<file path="config.mk">
export PLATFORM = sky130hd
export DESIGN_NAME = tensor_agu
export DESIGN_NICKNAME = d
export VERILOG_FILES = /design/src/rtl/tensor_agu.sv
export SDC_FILE = /design/constraint.sdc
export NUM_CORES = 1
export LEC_CHECK = 0
export ABC_AREA = 1
export CORE_MARGIN = 2
export CORE_UTILIZATION = 58
export DETAILED_ROUTE_END_ITERATION = 12
export GPL_ROUTABILITY_DRIVEN = 0
export PLACE_DENSITY = 0.82
export SKIP_LAST_GASP = 1
export SLEW_MARGIN = 20
export SYNTH_ARGS = -nofsm -noshare
export SYNTH_HDL_FRONTEND = slang
export SYNTH_SLANG_ARGS = --single-unit
</file>
<file path="constraint.sdc">
create_clock -name clk -period 5.6 [get_ports clk]
set_input_delay 0.84 -clock clk [delete_from_list [all_inputs] [get_ports clk]]
set_output_delay 0.84 -clock clk [all_outputs]
set_load 0.005 [all_outputs]
</file>
<file path="src/rtl/tensor_agu.sv">
// tensor_agu: tensor address generation unit.
// Walks an NDIM-deep loop nest (dimension 0 innermost). It emits one
// registered bank address per valid/ready transfer and pulses done after
// the final transfer.
// Optional feature macro: TENSOR_AGU_LAST_EN adds the addr_last output.
// addr_last flags the last element of each loop level.
module tensor_agu #(
    parameter int NDIM   = 3,
    parameter int BADDR  = 14,
    parameter int BSIZE  = 8,
    parameter int BSHIFT = 5
) (
    input  logic                    clk,
    input  logic                    rst_n,
    input  logic                    start,
    input  logic [BADDR-1:0]        cfg_base,
    input  logic [NDIM*BSIZE-1:0]   cfg_size,
    input  logic [NDIM*BSHIFT-1:0]  cfg_shift,
    input  logic                    abort,
    output logic                    busy,
    output logic                    done,
    output logic                    addr_valid,
    input  logic                    addr_ready,
    output logic [BADDR-1:0]        addr
`ifdef TENSOR_AGU_LAST_EN
    ,
    output logic [NDIM-1:0]         addr_last
`endif
);

    // Wide enough that base plus every shifted index never overflows
    // before the final truncation to BADDR.
    localparam int WIDE = BADDR + BSIZE + (1 << BSHIFT);

    typedef enum logic {IDLE, RUN} state_t;

    state_t                         state;
    state_t                         state_nxt;

    logic [BADDR-1:0]               base_q;
    logic [NDIM-1:0][BSIZE-1:0]     size_q;
    logic [NDIM-1:0][BSHIFT-1:0]    shift_q;
    logic [NDIM-1:0][BSIZE-1:0]     idx;
    logic [NDIM-1:0][BSIZE-1:0]     idx_nxt;
    logic                           all_last;
    logic                           carry;
    logic                           xfer;
    logic                           launch;
    logic                           finish;
    logic                           stop;

    // Address of a given index vector: base + sum(idx[d] << shift[d]),
    // wrapping naturally modulo 2^BADDR.
    function automatic logic [BADDR-1:0] calc_addr(
        input logic [BADDR-1:0]            b,
        input logic [NDIM-1:0][BSIZE-1:0]  ix,
        input logic [NDIM-1:0][BSHIFT-1:0] sh
    );
        logic [WIDE-1:0] acc;
        acc = WIDE'(b);
        for (int d = 0; d < NDIM; d++) begin
            acc = acc + (WIDE'(ix[d]) << sh[d]);
        end
        return acc[BADDR-1:0];
    endfunction

`ifdef TENSOR_AGU_LAST_EN
    // Bit d is set when every dimension k <= d sits at its final index.
    function automatic logic [NDIM-1:0] calc_last(
        input logic [NDIM-1:0][BSIZE-1:0] ix,
        input logic [NDIM-1:0][BSIZE-1:0] sz
    );
        logic [NDIM-1:0] l;
        logic            run_and;
        run_and = 1'b1;
        for (int d = 0; d < NDIM; d++) begin
            run_and = run_and & (ix[d] == sz[d]);
            l[d]    = run_and;
        end
        return l;
    endfunction
`endif

    assign xfer = addr_valid && addr_ready;
    assign busy = (state != IDLE);

    // Odometer: next index vector after a transfer, plus final-element detect.
    always_comb begin
        idx_nxt  = idx;
        carry    = 1'b1;
        all_last = 1'b1;
        for (int d = 0; d < NDIM; d++) begin
            if (idx[d] != size_q[d]) begin
                all_last = 1'b0;
            end
            if (carry) begin
                if (idx[d] == size_q[d]) begin
                    idx_nxt[d] = '0;
                end else begin
                    idx_nxt[d] = idx[d] + 1'b1;
                    carry      = 1'b0;
                end
            end
        end
    end

    // Next-state logic and datapath control strobes.
    always_comb begin
        state_nxt = state;
        launch    = 1'b0;
        finish    = 1'b0;
        stop      = 1'b0;
        case (state)
            IDLE: begin
                // start takes priority over a simultaneous abort here
                if (start) begin
                    launch    = 1'b1;
                    state_nxt = RUN;
                end
            end
            RUN: begin
                // A final transfer completes the walk even if abort is also high.
                if (xfer && all_last) begin
                    finish    = 1'b1;
                    state_nxt = IDLE;
                end else if (abort) begin
                    stop      = 1'b1;
                    state_nxt = IDLE;
                end
            end
            default: begin
                state_nxt = IDLE;
            end
        endcase
    end

    // State register.
    always_ff @(posedge clk or negedge rst_n) begin
        if (!rst_n) begin
            state <= IDLE;
        end else begin
            state <= state_nxt;
        end
    end

    // Config latch, index counters and registered address output.
    always_ff @(posedge clk or negedge rst_n) begin
        if (!rst_n) begin
            base_q     <= '0;
            size_q     <= '0;
            shift_q    <= '0;
            idx        <= '0;
            addr       <= '0;
            addr_valid <= 1'b0;
            done       <= 1'b0;
        end else begin
            done <= 1'b0;
            if (launch) begin
                base_q     <= cfg_base;
                size_q     <= cfg_size;
                shift_q    <= cfg_shift;
                idx        <= '0;
                addr       <= cfg_base;
                addr_valid <= 1'b1;
            end else if (finish || stop) begin
                idx        <= '0;
                addr_valid <= 1'b0;
                done       <= finish;
            end else if (xfer) begin
                idx  <= idx_nxt;
                addr <= calc_addr(base_q, idx_nxt, shift_q);
            end
        end
    end

`ifdef TENSOR_AGU_LAST_EN
    // Per-level last-element flags, updated in lockstep with addr.
    always_ff @(posedge clk or negedge rst_n) begin
        if (!rst_n) begin
            addr_last <= '0;
        end else if (launch) begin
            addr_last <= calc_last('0, cfg_size);
        end else if (finish || stop) begin
            addr_last <= '0;
        end else if (xfer) begin
            addr_last <= calc_last(idx_nxt, size_q);
        end
    end
`endif

endmodule

</file>
==> flow_metrics.tcl <==
set metrics [dict create \
    drt_wl_total_mm 17.7 \
    status "finished, final reports clean" \
    grt_usage_pct 28.2 \
    tns_ns 0 \
    max_freq_mhz 197 \
    fillCellCount 1036 \
    cp_slowest_cell "fa_1" \
    antenna_cells 0 \
    yosysSeqAreaShare_pct 32.5 \
    hold_ws_ns 0.466 \
    final_util_pct 69.2 \
    ys.flop_type "dfrtp_1" \
    cts_resized 0 \
    insertion_delay_ns 0.36 \
    ant_nets 0 \
    grt_pass1_vias 6365 \
    r2r_start "idx[2]" \
    yosys.area.top_type_share_pct 32.5 \
    hpwl_mm 13.1 \
    vias 6705 \
    place_area_um2 8020 \
    slew_headroom_pct 33.4 \
    min_path_type "input pin to async pin" \
    max_stage_delay_ns 0.54 \
    hold_viol_final 0 \
    final_cell_mix "nand2_1 (304), inv_1 (122), dfrtp_1 (94)" \
    avgSynthCellArea_um2 7.13 \
    ys_warn_count 0 \
    nets 1164 \
    tightest_slew_ns 0.997 \
    cts_made_buffers 9 \
    dr.pass1.iters 7 \
    netlist_area_um2 7230 \
    post_cts.repair.setup_buffers 0 \
    rsz0062_at_grt "no" \
    crit_required_ns 5.91 \
    p_leak_nw 3.96 \
    dpl.cell_count 1221 \
    setup_viol 0 \
    ir_worst_vdd_uv 251 \
    power_density_nw_per_um2 451 \
    cts.clk_slew.worst_paths_ns 0.07 \
    dieHeight_um 116 \
    start_kind "flip-flop" \
    ios 75 \
    start_util_pct 59.7 \
    syn_nets 1113 \
    netlist_instances 1013 \
    grt_pass1_wl_mm 29.6 \
    synth_top_cell_by_area "dfrtp_1" \
    ff_latch_area_um2 2350 \
    r2r_slack_ns 0.51 \
    syn2layout_area_growth_pct 16.0 \
    synth_edf_count 0 \
    synthTopCellsByArea "dfrtp_1 (33%), nand2_1 (16%), fa_1 (7.2%), inv_1 (6.3%), o21ai_0 (6.2%)" \
    numClockSinks 94 \
    stdcell_count 1237 \
    final_common_cell "nand2_1" \
    final.setup_skew_ns 0.00997 \
    via_per_inst 5.42 \
    io_buffers 74 \
    path_class "flip-flop to flip-flop" \
    wire_per_inst_um 14.3 \
    crit_fanout 21 \
    reg2reg_depth 30 \
    path_common_cell "nand2_1" \
    cts_hold_buf 0 \
    max-cap-violations 0 \
    clockRootBuffer "clkbuf_16" \
    drc 0 \
    rr_endpoint "addr[12]" \
    htreeDepth 3 \
    layout_min_cycle_time_ns 5.09 \
    die_area_um2 13400 \
    final_area_um2 8380 \
    antenna_found_initial 0 \
    grt_max_degree 103 \
    multi_input_area_um2 4220 \
    cts.path.max_buffers 2 \
    chipWidth_um 116 \
    grt-ovfl-total 0 \
    ys_ff_latch 94 \
    synthArstFlopShare_pct 100 \
    cp.arrival_ns 5.39 \
    cts_tree "done" \
    end_kind "flip-flop" \
    ys_types 43 \
    slew_violations 0 \
    drtIter0Drc 609 \
    core_um2 12100 \
    post-route-period-util_pct 90.9 \
    fp-row-count 40 \
    drive_gt1_share_pct 6.92 \
]
## power breakdown
group / switching (mW) / internal (mW) / total [mW]
clock network: 0.274 / 0.437 / 0.711
registers: 0.167 / 0.853 / 1.02
logic: 1.23 / 0.829 / 2.05
## area by class of cell
type | count | share of cell area (%)
Tap cell | 168 | 2.51
Clock buffer | 10 | 2.73
Multi-Input combinational cell | 749 | 50.3
Timing Repair Buffer | 77 | 9.08
Clock inverter | 6 | 1.30
Inverter | 133 | 5.99
Sequential cell | 94 | 28.1
## worst max path at each step
stage	slack, ns	cells past startpoint	startpoint	end
6_report	0.51	30	idx[2]	addr[12]
4_1_cts	0.33	32	idx[5]	addr[12]
5_1_grt	0.05	32	idx[4]	addr[12]
3_3_place_gp	0.44	31	idx[0]	addr[12]
2_1_floorplan	1.20	30	idx[5]	addr[12]
3_5_place_dp	0.36	32	idx[5]	addr[12]
## metal layers
layer	vias up	routed length (um)	track usage, %	share of wire [%]
met4	0	309	8.10	1.8
met1	3080	7950	39.7	45
met2	237	8240	45.8	47
met5	-	0	0	0
met3	27	1160	4.29	6.6
li1	3361	-	-	-
## critical path: cells and delay by family (launching register included)
kind / cells / cell delay [ns]
compound gates: 6 / 0.99
xor+xnor: 2 / 0.32
fa+ha+maj: 3 / 1.40
buf+inv: 3 / 0.30
flops: 1 / 0.43
simple gates: 16 / 1.56
## cells in the mapped netlist, types with 2 or more instances
cell type	n
a211oi_1	18
a21oi_1	34
a21oi_2	2
a31oi_1	3
buf_2	7
buf_6	2
clkbuf_1	25
clkinv_1	4
dfrtp_1	94
fa_1	26
ha_1	16
inv_1	122
inv_2	7
nand2_1	304
nand2_2	12
nand2_4	5
nand3_1	79
nand3_2	12
nand4_1	7
nor2_1	62
nor2_2	3
nor2_4	4
nor3_1	6
o211ai_1	7
o21a_1	10
o21ai_0	90
o21ai_1	6
o221ai_1	4
or2_2	5
xnor2_1	10
xor2_1	15
## state kept, by name, indices dropped and copies added, names as in the netlist
register,cells
addr,14
addr_valid,1
base_q,14
busy,1
done,1
idx,24
shift_q,15
size_q,24
## metrics by stage
stage	power, mW	worst slack [ns]
final	3.78	0.512
after global routing	4.13	0.0516
after CTS	3.77	0.329
after detailed placement	3.03	0.361
after global placement	2.98	0.439
after floorplan	2.50	1.20
## logic make-up after synthesis
| group | share of synthesized area, % |
|---|---|
| muxes | 0.139 |
| and+or+nand+nor | 30.7 |
| xor gates and xnor gates | 3.03 |
| DFF | 32.5 |
| adders and majority gates | 9.97 |
| AOI/OAI and AO/OA | 14.1 |
| buffers and inverters | 9.54 |
Note: power is estimated with default switching activity, not from simulation.
